`src/rtl/deser_pkg.sv`:
```
`default_nettype none
// ============================================================================
// Module   : deser_pkg
// Purpose  : Shared state encoding and count-width helper for the deserializer.
// Revision : 1.0 - initial release
// ============================================================================
package deser_pkg;

    typedef enum logic [1:0] {
        ST_IDLE   = 2'd0,
        ST_SHIFT  = 2'd1,
        ST_PARITY = 2'd2,
        ST_FULL   = 2'd3
    } state_e;

    // bit_count must be able to hold LEN itself while a parity bit is pending
    function automatic int cnt_width(input int len);
        return $clog2(len + 1);
    endfunction

endpackage
`default_nettype wire

```
`src/rtl/serial_deserializer_if.sv`:
```
`default_nettype none
// ============================================================================
// Module   : serial_deserializer_if
// Purpose  : Bit-input and word-output handshakes of the deserializer.
//            parity_err exists only when DESER_PARITY_EN is defined.
// Revision : 1.0 - initial release
// ============================================================================
interface serial_deserializer_if
    import deser_pkg::*;
#(
    parameter int LEN = 32
) ();
    localparam int CW = cnt_width(LEN);

    logic           clear;
    logic           sin;
    logic           sin_valid;
    logic           sin_ready;
    logic [LEN-1:0] data;
    logic           data_valid;
    logic           data_ready;
    logic [CW-1:0]  bit_count;
`ifdef DESER_PARITY_EN
    logic           parity_err;
`endif

    modport slave (
`ifdef DESER_PARITY_EN
        output parity_err,
`endif
        input  clear, sin, sin_valid, data_ready,
        output sin_ready, data, data_valid, bit_count
    );

    modport master (
`ifdef DESER_PARITY_EN
        input  parity_err,
`endif
        output clear, sin, sin_valid, data_ready,
        input  sin_ready, data, data_valid, bit_count
    );
endinterface
`default_nettype wire

```
`src/rtl/deser_bit_counter.sv`:
```
`default_nettype none
// ============================================================================
// Module   : deser_bit_counter
// Purpose  : Load-zero / increment bit counter with terminal flag at LEN-1.
// Revision : 1.0 - initial release
// ============================================================================
module deser_bit_counter
    import deser_pkg::*;
#(
    parameter int LEN = 32
) (
    input  wire logic                      clk,
    input  wire logic                      reset,
    input  wire logic                      load_zero_i,
    input  wire logic                      inc_i,
    output logic [cnt_width(LEN)-1:0]      count_o,
    output logic                           tc_o
);
    localparam int CW = cnt_width(LEN);

    logic [CW-1:0] count_q, count_d;

    always_comb begin
        count_d = count_q;
        if (load_zero_i) begin
            count_d = '0;
        end else if (inc_i) begin
            count_d = count_q + CW'(1);
        end
    end

    always_ff @(posedge clk) begin
        if (!reset) begin
            count_q <= '0;
        end else begin
            count_q <= count_d;
        end
    end

    assign count_o = count_q;
    assign tc_o    = (count_q == CW'(LEN - 1));

endmodule
`default_nettype wire

```
`src/rtl/deser_register.sv`:
```
`default_nettype none
// ============================================================================
// Module   : deser_register
// Purpose  : Plain write-enabled register with synchronous active-low reset.
// Revision : 1.0 - initial release
// ============================================================================
module deser_register #(
    parameter int WIDTH = 8
) (
    input  wire logic             clk,
    input  wire logic             reset,
    input  wire logic             we_i,
    input  wire logic [WIDTH-1:0] d_i,
    output logic      [WIDTH-1:0] q_o
);
    logic [WIDTH-1:0] data_q;

    always_ff @(posedge clk) begin
        if (!reset) begin
            data_q <= '0;
        end else if (we_i) begin
            data_q <= d_i;
        end
    end

    assign q_o = data_q;

endmodule
`default_nettype wire

```
`src/rtl/serial_deserializer.sv`:
```
`default_nettype none
// ============================================================================
// Module   : serial_deserializer
// Purpose  : Serial-in/parallel-out receiver with valid/ready on both sides.
//            Define DESER_PARITY_EN to take a trailing even-parity bit.
// Revision : 1.0 - initial release
// ============================================================================
module serial_deserializer
    import deser_pkg::*;
#(
    parameter int LEN       = 32,
    parameter bit MSB_FIRST = 1'b1
) (
    input  wire logic             clk,
    input  wire logic             reset,
    serial_deserializer_if.slave  bus
);
    localparam int CW = cnt_width(LEN);

    state_e         state_q, state_d;
    logic [LEN-1:0] shift_q, shift_d;
    logic [CW-1:0]  w_count;
    logic           w_tc;
    logic           w_bit_acc;
    logic           w_word_acc;
    logic           w_enter_full;

    // In FULL a bit may enter only on the edge that also retires the word
    assign bus.sin_ready  = (state_q == ST_FULL) ? bus.data_ready : 1'b1;
    assign bus.data_valid = (state_q == ST_FULL);
    assign bus.bit_count  = w_count;

    assign w_bit_acc    = bus.sin_valid && bus.sin_ready && !bus.clear;
    assign w_word_acc   = bus.data_valid && bus.data_ready;
    assign w_enter_full = (state_d == ST_FULL) && (state_q != ST_FULL);

    always_comb begin
        state_d = state_q;
        case (state_q)
            ST_IDLE: begin
                if (w_bit_acc) state_d = ST_SHIFT;
            end
            ST_SHIFT: begin
`ifdef DESER_PARITY_EN
                if (w_bit_acc && w_tc) state_d = ST_PARITY;
`else
                if (w_bit_acc && w_tc) state_d = ST_FULL;
`endif
            end
            ST_PARITY: begin
                if (w_bit_acc) state_d = ST_FULL;
            end
            ST_FULL: begin
                if (w_word_acc) state_d = w_bit_acc ? ST_SHIFT : ST_IDLE;
            end
            default: state_d = ST_IDLE;
        endcase
        if (bus.clear) state_d = ST_IDLE;
    end

    always_ff @(posedge clk) begin
        if (!reset) begin
            state_q <= ST_IDLE;
        end else begin
            state_q <= state_d;
        end
    end

    // The parity bit is not a data bit, so it never enters the shadow register
    always_comb begin
        shift_d = shift_q;
        if (w_bit_acc && (state_q != ST_PARITY)) begin
            if (MSB_FIRST) begin
                shift_d = {shift_q[LEN-2:0], bus.sin};
            end else begin
                shift_d = {bus.sin, shift_q[LEN-1:1]};
            end
        end
    end

    always_ff @(posedge clk) begin
        if (!reset) begin
            shift_q <= '0;
        end else begin
            shift_q <= shift_d;
        end
    end

    deser_bit_counter #(
        .LEN (LEN)
    ) u_counter (
        .clk         (clk),
        .reset       (reset),
        .load_zero_i (bus.clear || w_enter_full),
        .inc_i       (w_bit_acc),
        .count_o     (w_count),
        .tc_o        (w_tc)
    );

    deser_register #(
        .WIDTH (LEN)
    ) u_word_reg (
        .clk   (clk),
        .reset (reset),
        .we_i  (w_enter_full),
        .d_i   (shift_d),
        .q_o   (bus.data)
    );

`ifdef DESER_PARITY_EN
    logic parity_err_q;

    always_ff @(posedge clk) begin
        if (!reset) begin
            parity_err_q <= 1'b0;
        end else if (bus.clear || w_word_acc) begin
            parity_err_q <= 1'b0;
        end else if (w_enter_full) begin
            parity_err_q <= (^shift_q) ^ bus.sin;
        end
    end

    assign bus.parity_err = parity_err_q;
`endif

endmodule
`default_nettype wire

```
`src/flat_wrapper.sv`:
```
// flat-port wrapper written by rule: the top's interface ports become plain ports
module serial_deserializer_flat import deser_pkg::*;
#(
    parameter int LEN       = 32,
    parameter bit MSB_FIRST = 1'b1
)
  (clk, reset, bus_clear, bus_sin, bus_sin_valid, bus_data_ready, bus_sin_ready, bus_data, bus_data_valid, bus_bit_count);
  serial_deserializer_if #(.LEN(LEN)) bus_i ();
  input  wire logic clk;
  input  wire logic reset;
  input wire logic [$bits(bus_i.clear)-1:0] bus_clear;
  input wire logic [$bits(bus_i.sin)-1:0] bus_sin;
  input wire logic [$bits(bus_i.sin_valid)-1:0] bus_sin_valid;
  input wire logic [$bits(bus_i.data_ready)-1:0] bus_data_ready;
  output wire logic [$bits(bus_i.sin_ready)-1:0] bus_sin_ready;
  output wire logic [$bits(bus_i.data)-1:0] bus_data;
  output wire logic [$bits(bus_i.data_valid)-1:0] bus_data_valid;
  output wire logic [$bits(bus_i.bit_count)-1:0] bus_bit_count;
  assign bus_i.clear = bus_clear;
  assign bus_i.sin = bus_sin;
  assign bus_i.sin_valid = bus_sin_valid;
  assign bus_i.data_ready = bus_data_ready;
  assign bus_sin_ready = bus_i.sin_ready;
  assign bus_data = bus_i.data;
  assign bus_data_valid = bus_i.data_valid;
  assign bus_bit_count = bus_i.bit_count;
  serial_deserializer #(.LEN(LEN), .MSB_FIRST(MSB_FIRST)) u_core (.clk(clk), .reset(reset), .bus(bus_i));
endmodule
```
`config.mk`:
```
export PLATFORM = sky130hd
export DESIGN_NAME = serial_deserializer_flat
export DESIGN_NICKNAME = d
export VERILOG_FILES = /design/src/rtl/deser_pkg.sv /design/src/rtl/serial_deserializer_if.sv /design/src/rtl/deser_bit_counter.sv /design/src/rtl/deser_register.sv /design/src/rtl/serial_deserializer.sv /design/src/flat_wrapper.sv
export SDC_FILE = /design/constraint.sdc
export NUM_CORES = 1
export LEC_CHECK = 0
export BUFFER_PORTS_ARGS = -buffer_cell sky130_fd_sc_hd__clkbuf_2
export CAP_MARGIN = 10
export CORE_MARGIN = 4
export CORE_UTILIZATION = 35
export DETAILED_ROUTE_END_ITERATION = 8
export GPL_TIMING_DRIVEN = 0
export PLACE_DENSITY = 0.5
export SLEW_MARGIN = 25
export SYNTH_ARGS = -nofsm -noshare
export SYNTH_HDL_FRONTEND = slang
export SYNTH_HIERARCHICAL = 1
export SYNTH_SLANG_ARGS = --single-unit
export TNS_END_PERCENT = 5
```
`constraint.sdc`:
```
create_clock -name clk -period 3.9 [get_ports clk]
set_input_delay 0.78 -clock clk [delete_from_list [all_inputs] [get_ports clk]]
set_output_delay 0.78 -clock clk [all_outputs]
set_load 0.05 [all_outputs]
```
## Word level (Yosys, flattened, before mapping)

Cells that the tools add are included.

- Register bits after elaboration: 72
- Output and inout bits: 40
- Input bits: 6
- Logic and storage cells: 32

- Eq/ne operators: 7
- Reductions and logical operators: 10
- Bitwise logic cells: 1
- Mux-type cells: 9
- $add $sub $neg: 1

Operator list:

| kind | count |
|---|---|
| $mux 32 | 1 |
| $mux 2 | 5 |
| $pmux 2 s4 | 1 |
| $add 6x1->6 const B | 1 |
| $eq 2x2->1 const B | 3 |
| $eq 6x5->1 const B | 1 |
| $logic_and 1x1->1 | 6 |
| $ne 2x2->1 const B | 2 |
| $eq 2x1->1 const B | 1 |
| $logic_not 2->1 | 1 |
| $mux 1 | 2 |
| $reduce_or 2->1 | 1 |
| $logic_not 1->1 | 1 |
| $logic_or 1x1->1 | 1 |
| $not 1->1 | 1 |

## Longest topological paths before layout

- Depth in word-level cells: 12
- Depth in mapped cells: 9
- Mapped depth without buffers: 8

## By module

The synthesis kept the hierarchy.

By module, submodules not included:

| module | sequential area each (µm²) | area an instance (µm²) | instances | cells each |
|---|---|---|---|---|
| serial_deserializer | 680.7 | 1689.1 | 1 | 159 |
| deser_register | 640.6 | 1243.7 | 1 | 103 |
| deser_bit_counter | 120.1 | 255.2 | 1 | 27 |

## Least setup slack after synthesis

No wires, ideal clock.

- Kind: in2reg
- From: input port bus_data_ready
- To: register u_core.u_counter.count_q[5] (netlist: u_core/u_counter/count_o[5])
- Stages: 5
- Arrival: 2263 ps
- Setup slack: 1567 ps
- Setup time: 70 ps
- Data required time: 3830 ps
- Buffers on the path: 0
- Cells stage by stage: nand2b_1 -> nor2b_1 -> nand4_2 -> or3_1 -> a21oi_1

- Longest elaborated chain between the ends: 11

RTL lines:

| element | RTL line | source |
|---|---|---|
| from (decl) | flat_wrapper.sv:14 | `input wire logic [$bits(bus_i.data_ready)-1:0] bus_data_ready;` |
| $mux 1 (*) | serial_deserializer.sv:29 | `assign bus.sin_ready = (state_q == ST_FULL) ? bus.data_ready : 1'b1;` |
| $logic_and 1x1->1 (*) (2 in a row) | serial_deserializer.sv:33 | `assign w_bit_acc = bus.sin_valid && bus.sin_ready && !bus.clear;` |
| named net u_core.w_bit_acc | serial_deserializer.sv:24 | `logic w_bit_acc;` |
| $mux 1 / $logic_and 1x1->1 (equally long branches) | serial_deserializer.sv:54, serial_deserializer.sv:47 |  |
| $mux 2, on equally long branches | serial_deserializer.sv:54, serial_deserializer.sv:47 |  |
| $pmux 2 s4 | serial_deserializer.sv:39 | `case (state_q)` |
| $mux 2 | serial_deserializer.sv:58 | `if (bus.clear) state_d = ST_IDLE;` |
| $eq 2x2->1 | serial_deserializer.sv:35 | `assign w_enter_full = (state_d == ST_FULL) && (state_q != ST_FULL);` |
| $logic_and 1x1->1 | serial_deserializer.sv:35 |  |
| $logic_or 1x1->1 | serial_deserializer.sv:94 | `.load_zero_i (bus.clear \|\| w_enter_full),` |
| $reduce_or 2->1 (no line) | -- |  |
| to (signal assigned) | deser_bit_counter.sv:36 | `count_q <= count_d;` |
| to (decl) | deser_bit_counter.sv:21 | `logic [CW-1:0] count_q, count_d;` |

The timed path passes the listed nets; every way through them passes the cells marked *.
A chain may end at the register's enable or synchronous reset.

## Worst setup path in the final report

- From: input port bus_data_ready
- To: output port bus_sin_ready

- Longest elaborated chain between the ends: 1

RTL lines:

| element | RTL line | source |
|---|---|---|
| $mux 1 | serial_deserializer.sv:29 |  |
| to (decl) | flat_wrapper.sv:15 | `output wire logic [$bits(bus_i.sin_ready)-1:0] bus_sin_ready;` |

Every way passes these cells.

==> qor.txt <==
setup TNS -> 0 ps
CTS buffer count -> 9
most common cell in the netlist -> dfxtp_1
DP Cell Count -> 442
R2R setup slack -> 2010 ps
ANT nets after route -> 0
CTS Buffer Depth -> 2
fill count -> 894
Worst Hold Path Cells -> 2
Worst-Skew Late Latency -> 340 ps
die area -> 10700 um2
Tightest Pin Transition -> 444 ps
initial drt markers -> 29
worst min path class -> flop to flop
CTS resizes -> 0
R2R Path Start -> u_core/u_counter/count_o[0]
Most Frequent Cell on Critical Path -> clkbuf_2
final hold viol count -> 0
Sw Pwr -> 0.314 mW
most common library cells after synthesis -> dfxtp_1 (72), mux2i_1 (65), nand2_1 (38)
Die X-Extent -> 103 um
fin cells -> 458
Post-CTS Setup Bufs -> 0
top cells by area, synth -> dfxtp_1 (45%), mux2i_1 (20%), mux2_1 (9.9%), nor2b_1 (6.5%), nand2_1 (4.5%)
Comb power frac -> 0.043
Setup CP Type -> primary input to output pin
RSZ-0062 raised after global routing -> no
Std-Cell Rows -> 34
DR pass1 iterations -> 3
ys async rst share -> 0
PwrDens -> 401 nW/um2
H-tree levels -> 3
fin crit share -> 0.525
cts hold-fix bufs -> 0
CTS sink cnt -> 72
startpoint types -> primary input
R2R Path End -> u_core/u_word_reg/q_o[8]
Mapped Cells -> 289
WL final -> 5730 um
Critical Path, Cell by Cell -> clkbuf_2 -> nand2b_1 -> clkbuf_2
total global-route track usage -> 0.116
core area -> 8810 um2
Final Net Count -> 352
Vias/cell -> 4.55
CP endpoint kind -> output pin
drt wl/cell -> 12.5 um
Int Pwr -> 1.21 mW
first-pass GRT wire length -> 9670 um
hold slack -> 459 ps
WP data arrival -> 1270 ps
Mean Syn Cell Area -> 11.0 um2
antenna violations before repair -> 0
critical path's slowest cell -> clkbuf_2
Tmin final -> 2050 ps
Sw Share -> 0.206
synthesized flop and latch total -> 72
Final Max Tran Viols -> 0
vias in the first global route -> 2100
Yosys top cell by area -> dfxtp_1
area of the mapped netlist -> 3190 um2
clock skew -> 9.82 ps
Max-Cap Viols -> 0
pre-CTS setup slack -> 1640 ps
GRT overflow -> 0
static leakage -> 1.49 nW
CTS tree -> yes
clk slew on worst S/H paths -> 70 ps
Syn Nets -> 296
status -> complete, no violations
Top Ports -> 46
Hold Crit Start -> u_core/shift_q[31]
Worst Hold End -> u_core/shift_q[31]
top cell type's share of synthesized area -> 0.452
final setup margin -> 1850 ps
DR vias -> 2085
layout overhead on the synthesized area -> 19.0%
clock power share -> 0.473
part of the power in registers -> 0.485
DP Wirelength -> 4110 um
final weighted congestion in routability-driven placement -> 0.678
highest clock rate -> 488 MHz
fraction of layout cells with a size suffix above 1 -> 0.223
worst vdd ir -> 0.203 mV
Worst EP required -> 3120 ps
sequential area share after synthesis -> 0.452
clk root buf -> clkbuf_8
post-synth cell types -> 25
Buffers on Ports -> 45
starting density of the core -> 0.362
worst reg-to-reg path cell count -> 9
Die H -> 103 um
DRC viols -> 0
dominant synthesized flop cell -> dfxtp_1
ant diodes -> 0
final core utilization -> 0.431
number of flops mapped to enable cells by yosys -> 0
critical path's largest stage delay -> 280 ps
slew margin rel. -> 0.703
Finish-stage setup viols -> 0
Crit Path Max Fanout -> 3
largest net degree at the start of global routing -> 13
Ys Warns -> 6
[layout make-up]
class,instances,area [um2],share of cell area
buffer,18,188,0.0495
clock buffer,11,141,0.0373
clock inverter,5,104,0.0274
multi-input combinational,199,1560,0.411
sequential,72,1440,0.380
tap,108,135,0.0356
timing repair buffer,45,225,0.0594
[placed cells by master (no fill, tap or decap), drive strengths merged]
cell type and count:
nand4b 1, o21ai 1, mux2i 65, mux2 32, xnor2 1, a21oi 5, dfxtp 72, ha 1
and2 1, bufinv 3, or2 1, nand4 3, buf 11, nor2b 33, or3 1, clkbuf 63
nand2 38, nand3b 1, nor2 7, nand2b 5, clkinv 2, xor2 3
[power groups by stage]
stage	logic [mW]	clock network, mW	registers [mW]
final	0.0648	0.720	0.738
after global routing	0.0707	0.780	0.738
after CTS	0.0666	0.748	0.738
after detailed placement	0.0665	0	0.755
after global placement	0.0665	0	0.755
after floorplan	0.0496	0	0.756
[cells by family (layout without fill, tap and decap cells)]
logic type,Yosys count,count (layout),share of synthesized area
DFF,72,72,0.452
muxes,97,97,0.317
buffers and inverters,18,79,0.0589
AOI/OAI and AO/OA,6,6,0.0106
and+or+nand+nor,91,91,0.146
xor gates and xnor gates,4,4,0.0110
adders and majority gates,1,1,0.00392
[critical path, delay by kind of cell]
family / cells / cell delay [ps]
buffers and inverters: 2 / 370
and+or+nand+nor: 1 / 120
[how the worst max path moves through the flow]
stage / start / to / slack [ps]
after global placement: bus_clear / u_core/u_counter/count_o[5] / 1660
after floorplan: bus_data_ready / u_core/u_counter/count_o[5] / 1570
final: bus_data_ready / bus_sin_ready / 1850
after global routing: u_core/state_q[1] / bus_sin_ready / 1760
after CTS: u_core/state_q[1] / bus_sin_ready / 1840
after detailed placement: bus_clear / u_core/u_counter/count_o[5] / 1640
[per-stage QoR]
step	instance area (um2)	power (mW)
floorplan	3190	0.806
global placement	3550	0.822
detailed placement	3550	0.822
CTS	3790	1.55
global route	3790	1.59
finish	3790	1.52
[state kept, by name, indices dropped and copies added, names as in the netlist]
signal,flops
u_core/shift_q,32
u_core/state_q,2
u_core/u_word_reg/q_o,32
u_core/u_counter/count_o,6
[metal layers]
layer  share of wire  GRT usage
met5               0          0
met2            0.45      0.183
met4           0.019     0.0568
met3           0.049     0.0369
met1            0.49      0.144
Power figures use the tool's default switching activity.
